$ cat config.mk
export PLATFORM = sky130hd
export DESIGN_NAME = alu_arbiter
export DESIGN_NICKNAME = d
export VERILOG_FILES = /design/src/rtl/alu_arbiter_pkg.sv /design/src/rtl/rr_arb2.sv /design/src/rtl/alu_arbiter.sv
export SDC_FILE = /design/constraint.sdc
export NUM_CORES = 1
export LEC_CHECK = 0
export CAP_MARGIN = 25
export CORE_MARGIN = 2
export CORE_UTILIZATION = 42
export CTS_BUF_LIST = sky130_fd_sc_hd__clkbuf_16
export DETAILED_ROUTE_END_ITERATION = 8
export PLACE_DENSITY = 0.86
export SLEW_MARGIN = 20
export SYNTH_ARGS = -nofsm -noshare
export SYNTH_HDL_FRONTEND = slang
export SYNTH_SLANG_ARGS = --single-unit
$ cat constraint.sdc
create_clock -name clk -period 4.1 [get_ports clk]
set_input_delay 0.615 -clock clk [delete_from_list [all_inputs] [get_ports clk]]
set_output_delay 0.615 -clock clk [all_outputs]
set_load 0.02 [all_outputs]
$ cat src/rtl/alu_arbiter_pkg.sv
// Shared types and constants for the two-requester ALU arbiter slice.
package alu_arbiter_pkg;

  localparam int DEF_WIDTH = 16;
  localparam int ID_W      = 1;

  localparam logic OP_NAND = 1'b0;
  localparam logic OP_ADD  = 1'b1;

  typedef enum logic [1:0] {
    ST_IDLE = 2'd0,
    ST_EXEC = 2'd1,
    ST_RESP = 2'd2
  } state_t;

endpackage

$ cat src/rtl/rr_arb2.sv
// Two-way round-robin arbiter; grant is combinational from the valids.
// Latency: 0 cycles (grant); pointer moves on the cycle after an accept.
// Backpressure: grants nothing while en=0; pointer only moves on upd.
module rr_arb2
  import alu_arbiter_pkg::*;
(
  input  logic            clk,
  input  logic            rst,
  input  logic [1:0]      valid,
  input  logic            en,
  input  logic            upd,
  output logic [1:0]      gnt,
  output logic [ID_W-1:0] gnt_id
);

  logic last_grant;

  // On a tie, the requester that did not win last time goes first.
  always_comb begin
    gnt = 2'b00;
    if (en) begin
      gnt[0] = valid[0] & (~valid[1] | last_grant);
      gnt[1] = valid[1] & (~valid[0] | ~last_grant);
    end
  end

  assign gnt_id = gnt[1];

  always_ff @(posedge clk or posedge rst) begin
    if (rst) begin
      last_grant <= 1'b1;
    end else if (upd) begin
      last_grant <= gnt[1];
    end
  end

endmodule

$ cat src/rtl/alu_arbiter.sv
// Shares one external ALU between two requesters; result tagged with requester id.
// Latency: accept at T, rsp_valid at T+2; one op in flight, peak one op per 3 cycles.
// Backpressure: requests are refused until the response is taken via rsp_ready.
module alu_arbiter
  import alu_arbiter_pkg::*;
#(
  parameter int WIDTH = DEF_WIDTH
) (
  input  logic             clk,
  input  logic             rst,
  input  logic             req0_valid,
  output logic             req0_ready,
  input  logic             req0_op,
  input  logic [WIDTH-1:0] req0_a,
  input  logic [WIDTH-1:0] req0_b,
  input  logic             req1_valid,
  output logic             req1_ready,
  input  logic             req1_op,
  input  logic [WIDTH-1:0] req1_a,
  input  logic [WIDTH-1:0] req1_b,
  output logic             alu_op,
  output logic [WIDTH-1:0] alu_a,
  output logic [WIDTH-1:0] alu_b,
  input  logic [WIDTH-1:0] alu_o,
  input  logic             alu_z,
  input  logic             alu_c,
  output logic             rsp_valid,
  input  logic             rsp_ready,
  output logic [ID_W-1:0]  rsp_id,
  output logic [WIDTH-1:0] rsp_o,
  output logic             rsp_z,
  output logic             rsp_c
);

  state_t          state;
  logic [1:0]      gnt;
  logic [ID_W-1:0] gnt_id;
  logic [ID_W-1:0] op_id;
  logic            arb_en;
  logic            accept;

  assign arb_en     = (state == ST_IDLE) && !rst;
  assign req0_ready = gnt[0];
  assign req1_ready = gnt[1];
  assign accept     = |gnt;

  rr_arb2 u_arb (
    .clk    (clk),
    .rst    (rst),
    .valid  ({req1_valid, req0_valid}),
    .en     (arb_en),
    .upd    (accept),
    .gnt    (gnt),
    .gnt_id (gnt_id)
  );

  always_ff @(posedge clk or posedge rst) begin
    if (rst) begin
      state     <= ST_IDLE;
      op_id     <= '0;
      alu_op    <= OP_NAND;
      alu_a     <= '0;
      alu_b     <= '0;
      rsp_valid <= 1'b0;
      rsp_id    <= '0;
      rsp_o     <= '0;
      rsp_z     <= 1'b0;
      rsp_c     <= 1'b0;
    end else begin
      case (state)
        ST_IDLE: begin
          if (accept) begin
            alu_op <= gnt[1] ? req1_op : req0_op;
            alu_a  <= gnt[1] ? req1_a  : req0_a;
            alu_b  <= gnt[1] ? req1_b  : req0_b;
            op_id  <= gnt_id;
            state  <= ST_EXEC;
          end
        end
        // ALU output settles from the operand regs within this cycle.
        ST_EXEC: begin
          rsp_o     <= alu_o;
          rsp_z     <= alu_z;
          rsp_c     <= alu_c;
          rsp_id    <= op_id;
          rsp_valid <= 1'b1;
          state     <= ST_RESP;
        end
        ST_RESP: begin
          if (rsp_ready) begin
            rsp_valid <= 1'b0;
            state     <= ST_IDLE;
          end
        end
        default: state <= ST_IDLE;
      endcase
    end
  end

endmodule

==> results.md <==
* CTS H-tree depth at 3
* Final period utilization at between 70% and 80%
* Hold Path End: op_id$_DFFE_PP0P_
* Final WL at approximately 8 mm
* Crit path launch type: input port
* Vias in the first global route at ~2700
* Slew HR at a little under half
* Grt total ovfl at 0
* Post-CTS Setup Inserts at 0
* WL per Instance at around 17 µm
* CP arrival at between 2000 and 3000 ps
* Root Driver: clkbuf_16
* DIE HEIGHT at about 83 µm
* Clock buffer depth at 2
* Layout cells sized above 1 at about an eighth
* WHS at between 500 and 600 ps
* Worst Skew at roughly 4.6 ps
* Netlist Area Pre-Place at 0.00265 mm²
* Die W at ~83 µm
* Avg Cell Area, Syn at 10.4 µm²
* Sequential cell area fraction in the yosys report at between 50% and 60%
* CTS Buf Count at 9
* Antenna viol nets, final at 0
* Synth cell types at 23
* Critical Path End Type: output port
* Reg2Reg Depth at 4
* Post-CTS Hold Fix Bufs at 0
* Port Buffers at about 140
* GP Congestion at 0.760
* CP max FO at 34
* R2R Path Start: state[1]$_DFFE_PP0P_
* Hold crit path type: flop to flop
* Max IR drop VDD at about 440 µV
* CP Class: input port to output port
* Mapped Nets at approximately 340
* Post-CTS Resized at 0
* Total track usage at a little under a quarter
* Fin. max-slew vios at 0
* Clk sinks at between 50 and 60
* Final worst slack at approximately 920 ps
* Worst-Margin Slew at ~800 ps
* DRT Pass-1 Iters at 4
* Final Net Count at 477
* RSZ-0062 raised after global routing: false
* Min Tclk post-route at 3180 ps
* Pre-CTS WS at just under 1000 ps
* Hold path cells at 1
* Full die area at about 0.0070 mm²
* Yosys top cell by area: dfrtp_1
* FMAX at 0.315 GHz
* Commonest cells after routing, fill and taps aside: clkdlybuf4s50_1 (143), dfrtp_1 (56), nand3_1 (35)
* Area grow syn2layout at 64.6%
* Hold_sp: op_id$_DFFE_PP0P_
* Commonest non-fill, non-tap cell in the layout: clkdlybuf4s50_1
* Yosys reg bits at between 50 and 60
* Outcome: complete, no violations
* Reg2Reg Setup Slack at about 2100 ps
* Crit Reg-Reg Endpoint: alu_a[13]$_DFFE_PP0P_
* I/O Pins at 144
* Pwr Total at 3.14 mW
* Leakage at 1.69 nW
* Hpwl dp at 5.35 mm
* Clk_lat worst skew at between 300 and 400 ps
* Setup TNS at 0 ps
* Initial Util at between 40% and 50%
* Yosys warning count at 0
* Ant diodes at 0
* PwrDens at 721 mW/mm²
* Initial antenna violation count at 0
* Max cap viols at 0
* Core area at 0.00599 mm²
* Design area at about 0.0044 mm²
* Pin count of the biggest net entering global routing at 68
* Clk pin slew, worst setup/hold paths at about 50 ps
* First-pass GRT wire length at around 13 mm
* Share of the synthesized area in the top cell type at 53.0%
* Site row count at 28
* Top cells by area, synth: dfrtp_1 (53%), mux2_2 (8.1%), a31oi_1 (8.0%), nand3_1 (6.6%), a21oi_1 (6.2%)
* CTS tree: built
* Via-to-Cell Ratio at 5.57
* Cells after Synth at about 260
* Drt drc at 0
* Final Hold Vio Count at 0
* WP data required at 3480 ps
* Finish-stage setup viols at 0
* Total vias in the final route at roughly 2600
* Placement Cell Area at 0.00404 mm²
* Initial DRC count at 124
[power breakdown]
part | leakage, nW | total [mW] | switching [mW] | internal [mW]
clock network | 0.156 | 0.776 | 0.251 | 0.525
registers | 0.644 | 0.978 | 0.153 | 0.826
logic | 0.885 | 1.39 | 0.700 | 0.686
total | 1.69 | 3.14 | 1.10 | 2.04
[flip-flops by register name, indices dropped and copies added, names as in the netlist]
register          cells
alu_a                16
op_id                 1
u_arb.last_grant      1
rsp_z                 1
state                 2
rsp_o                16
rsp_c                 1
rsp_id                1
alu_b                16
rsp_valid             1
alu_op                1
[critical path, cell delays in order]
cell and delay, ps:
clkdlybuf4s50_1 540, a21bo_2 620, nor2_1 180, clkdlybuf4s50_1 610
[stage by stage]
| step | utilization [%] | instances |
|---|---|---|
| 2_1_floorplan | - | 255 |
| 4_1_cts | 72.7 | 468 |
| 6_report | 72.7 | 468 |
| 5_1_grt | 72.7 | 468 |
| 3_5_place_dp | 67.5 | 452 |
| 3_3_place_gp | 67.5 | 452 |
[synthesized netlist by cell type (all sizes together)]
cell type and count:
a21oi 33, nor3 1, nor2 2, dfstp 1, o21ai 34, nand3 35
buf 15, dfrtp 56, a21o 2, nor2b 1, or3 1, or2 1
mux2 19, inv 4, clkbuf 12, a21boi 1, a31oi 34, and2 1
a21bo 1, nand2b 1
[cell type report]
class	instances	area [µm²]
repair buffers	149	1480
clock inverters	7	86.3
inverters	4	16.3
clock buffers	9	225
flip-flops and latches	57	1430
well taps	75	93.8
multi-input cells	167	1030
fillers	420	1630
[per-layer routing]
| metal | vias to the layer above | global-route usage (%) | wire length (µm) |
|---|---|---|---|
| li1 | 1213 | - | - |
| met1 | 1264 | 27.5 | 3160 |
| met2 | 123 | 40.2 | 4130 |
| met3 | 8 | 9.74 | 624 |
| met4 | 0 | 7.15 | 65 |
| met5 | - | 0 | 0 |
[how the worst max path moves through the flow]
stage | start | end | depth (start not counted) | slack (ps)
after global routing | req0_valid | req1_ready | 4 | 790
after global placement | req0_valid | req1_ready | 4 | 990
after floorplan | rst | req1_ready | 3 | 2050
after CTS | req1_valid | req1_ready | 4 | 940
final | req0_valid | req1_ready | 4 | 920
after detailed placement | req0_valid | req1_ready | 4 | 970
[cells by family after synthesis]
family,share of synthesized area (%)
AOI/OAI and AO/OA,22.1
DFF,53.9
and+or+nand+nor,8.80
buffers and inverters,7.09
muxes,8.09
(Power assumes the default switching activity.)
==> patch (same settings) <==
Make the reset (`rst`) synchronous in 2 clocked blocks.
--- a/src/rtl/rr_arb2.sv
+++ b/src/rtl/rr_arb2.sv
@@ -26,7 +26,7 @@
 
   assign gnt_id = gnt[1];
 
-  always_ff @(posedge clk or posedge rst) begin
+  always_ff @(posedge clk) begin
     if (rst) begin
       last_grant <= 1'b1;
     end else if (upd) begin
--- a/src/rtl/alu_arbiter.sv
+++ b/src/rtl/alu_arbiter.sv
@@ -54,7 +54,7 @@
     .gnt_id (gnt_id)
   );
 
-  always_ff @(posedge clk or posedge rst) begin
+  always_ff @(posedge clk) begin
     if (rst) begin
       state     <= ST_IDLE;
       op_id     <= '0;
Behaviour: differs if rst is asserted again (counterexample within 4 cycles, from zero or initial values and one cycle with rst high); with rst held inactive, the same outputs for 10 cycles.
==> patch against the unedited design <==
  * Worst setup slack improved by 210 ps
  * Cell area barely moved
  * Count of clock-buffer cells in the layout did not move
  * Largest cell class unchanged
  * Critical path depth unchanged
  * Area after synthesis rose by 3.5%
  * Worst hold slack got worse by 49 ps
  * Wire length barely moved
  * Via count increased by 6.7%
  * Clock skew about the same
  * Sequential cell count unchanged
Power is not compared: it rests on default switching activity, and its combinational part moved more than twofold at a synthesized area within 25%.
==> patch: results (changes against the unedited design) <==
Slew HR=0.370 (was 0.454); Layout Nets=519 (was 477); clock latency on the worst-skew pair=310 ps; Synth area leaders=dfxtp_1, a311oi_2, a21oi_1, nand3_1, nand2_1 (was dfrtp_1, mux2_2, a31oi_1, nand3_1, a21oi_1); Layout Cells excl Fill=511 (was 468); LEAKAGE=1.45 nW; antenna cells=0 (unchanged); FFs w/ async S/R, synth=0 (was 1.00); initial antenna violation count=0 (unchanged); CP endpoint kind=primary output (unchanged); post-cts gate resize count=0 (unchanged); CP Data Arrival Time=2350 ps (was 2560 ps); FF-to-FF setup slack=2290 ps (was 2050 ps); worst vdd ir=0.248 mV; worst-path fanout max=29 (was 34); # placed instances=496 (was 452); CTS clk-pin slew, worst paths=50 ps (about the same); R2R depth=4 (unchanged); H-tree lvl count=3 (unchanged); outcome=finished, final reports clean (unchanged); vias in the first global route=2,706 (was 2,658); final hold viol count=0 (unchanged); layout cells sized above 1=0.143 (was 0.117); Root Buffer=clkbuf_16 (unchanged); RR Endpoint=alu_b[15] (was alu_a[13]); Hold Path Class=register to register (unchanged); delay of the slowest critical-path stage=600 ps (was 620 ps); Syn Inst Count=304 (was 255); DR pass1 iterations=4 (unchanged); most instantiated cells after synthesis=dfxtp_1, a21oi_1, nand2_1, nand3_1, a311oi_2 (was dfrtp_1, nand3_1, a31oi_1, a21oi_1, o21ai_1); largest net degree at the start of global routing=68 (unchanged); post-synth cell types=27 (was 23); Post-DP HPWL=5.28 mm (was 5.35 mm); first-pass GRT wire length=12.5 mm (was 13.0 mm); Worst Clk Skew=4.55 ps (was 4.59 ps); wire per inst=15.6 um (was 17.0 um); Yosys warnings=0 (unchanged); biggest regs=alu_a x16, alu_b x16, rsp_o x16 (unchanged); syn nets=393 (was 344); placer congestion estimate=0.784 (was 0.760); Clock Path Buffers=2 (unchanged); GRT Total Usage=0.215 (was 0.237); Vias/cell=5.44 (was 5.57); Worst R2R Start=state[0] (was state[1]); DP Area=4110 sq um (was 4040 sq um); setup slack at placement=1160 ps (was 965 ps); worst setup path startpoint=state[1] (was req0_valid); Fmax=337 MHz (was 315 MHz); IO Port Bufs=143 (unchanged); crit path to=req1_ready (unchanged); CTS Buf Count=9 (unchanged); slowest CP cell=clkdlybuf4s50_1 (was a21bo_2); postcts setup bufs=0 (unchanged); register area share after synthesis=0.417 (was 0.539); initial DRC count=127 (was 124); hold path depth=2 (was 1)
## patch: cell count changes after synthesis, sizes merged, moves of 10 or more
cell / unedited run / this run
dfxtp: 0 / 57
dfrtp: 56 / 0
nand2: 0 / 38
a31oi: 34 / 0
a311oi: 0 / 33
a21oi: 33 / 54
mux2: 19 / 0
buf: 15 / 25
## patch: how the worst min path moves through the flow
stage | endpoint | slack (ps) | start
floorplan | rsp_id | 430 | op_id
global placement | rsp_id | 440 | op_id
detailed placement | rsp_o[0] | 450 | rsp_o[0]
CTS | rsp_o[0] | 450 | rsp_o[0]
global route | rsp_o[0] | 470 | rsp_o[0]
finish | rsp_id | 450 | rsp_id
## patch: final cells by class
type | instances | area (sq um)
clock buffers | 9 | 225
clock inverters | 6 | 26.3
fillers | 522 | 1960
inverters | 4 | 15.0
multi-input cells | 208 | 1380
flip-flops and latches | 57 | 1140
well taps | 77 | 96.3
repair buffers | 150 | 1480
## patch: kinds of logic (layout without fill, tap and decap cells)
group | count (synthesis) | after routing | synth area share
AO/OA/AOI/OAI | 127 | 127 | 0.366
buffers and inverters | 39 | 169 | 0.0818
flip-flops | 57 | 57 | 0.417
AND/OR/NAND/NOR | 81 | 81 | 0.135
## patch: report_power, final
part           switching [mW]  internal [mW]  total, mW
combinational           0.234          0.220      0.454
sequential             0.0270          0.604      0.631
clock                   0.234          0.394      0.628
total                   0.495           1.22       1.71
## patch: routing by layer
layer  vias up  track usage  part of all wire
li1       1378            -                 -
met1      1277        0.249              0.41
met2       116        0.379              0.50
met3        11       0.0580             0.080
met4         0       0.0794             0.014
met5         -            0                 0
## patch: critical path: cells and delay by family (launching register included)
kind | cells | cell delay [ps]
buffers and inverters | 2 | 940
and+or+nand+nor | 2 | 730
DFF | 1 | 360
## patch: stage by stage
step | total power, mW | util | hold WS, ps
floorplan | 0.897 | - | 432
global placement | 1.09 | 0.650 | 439
detailed placement | 1.10 | 0.650 | 446
CTS | 1.72 | 0.690 | 452
global route | 1.79 | 0.690 | 471
finish | 1.71 | 0.690 | 453
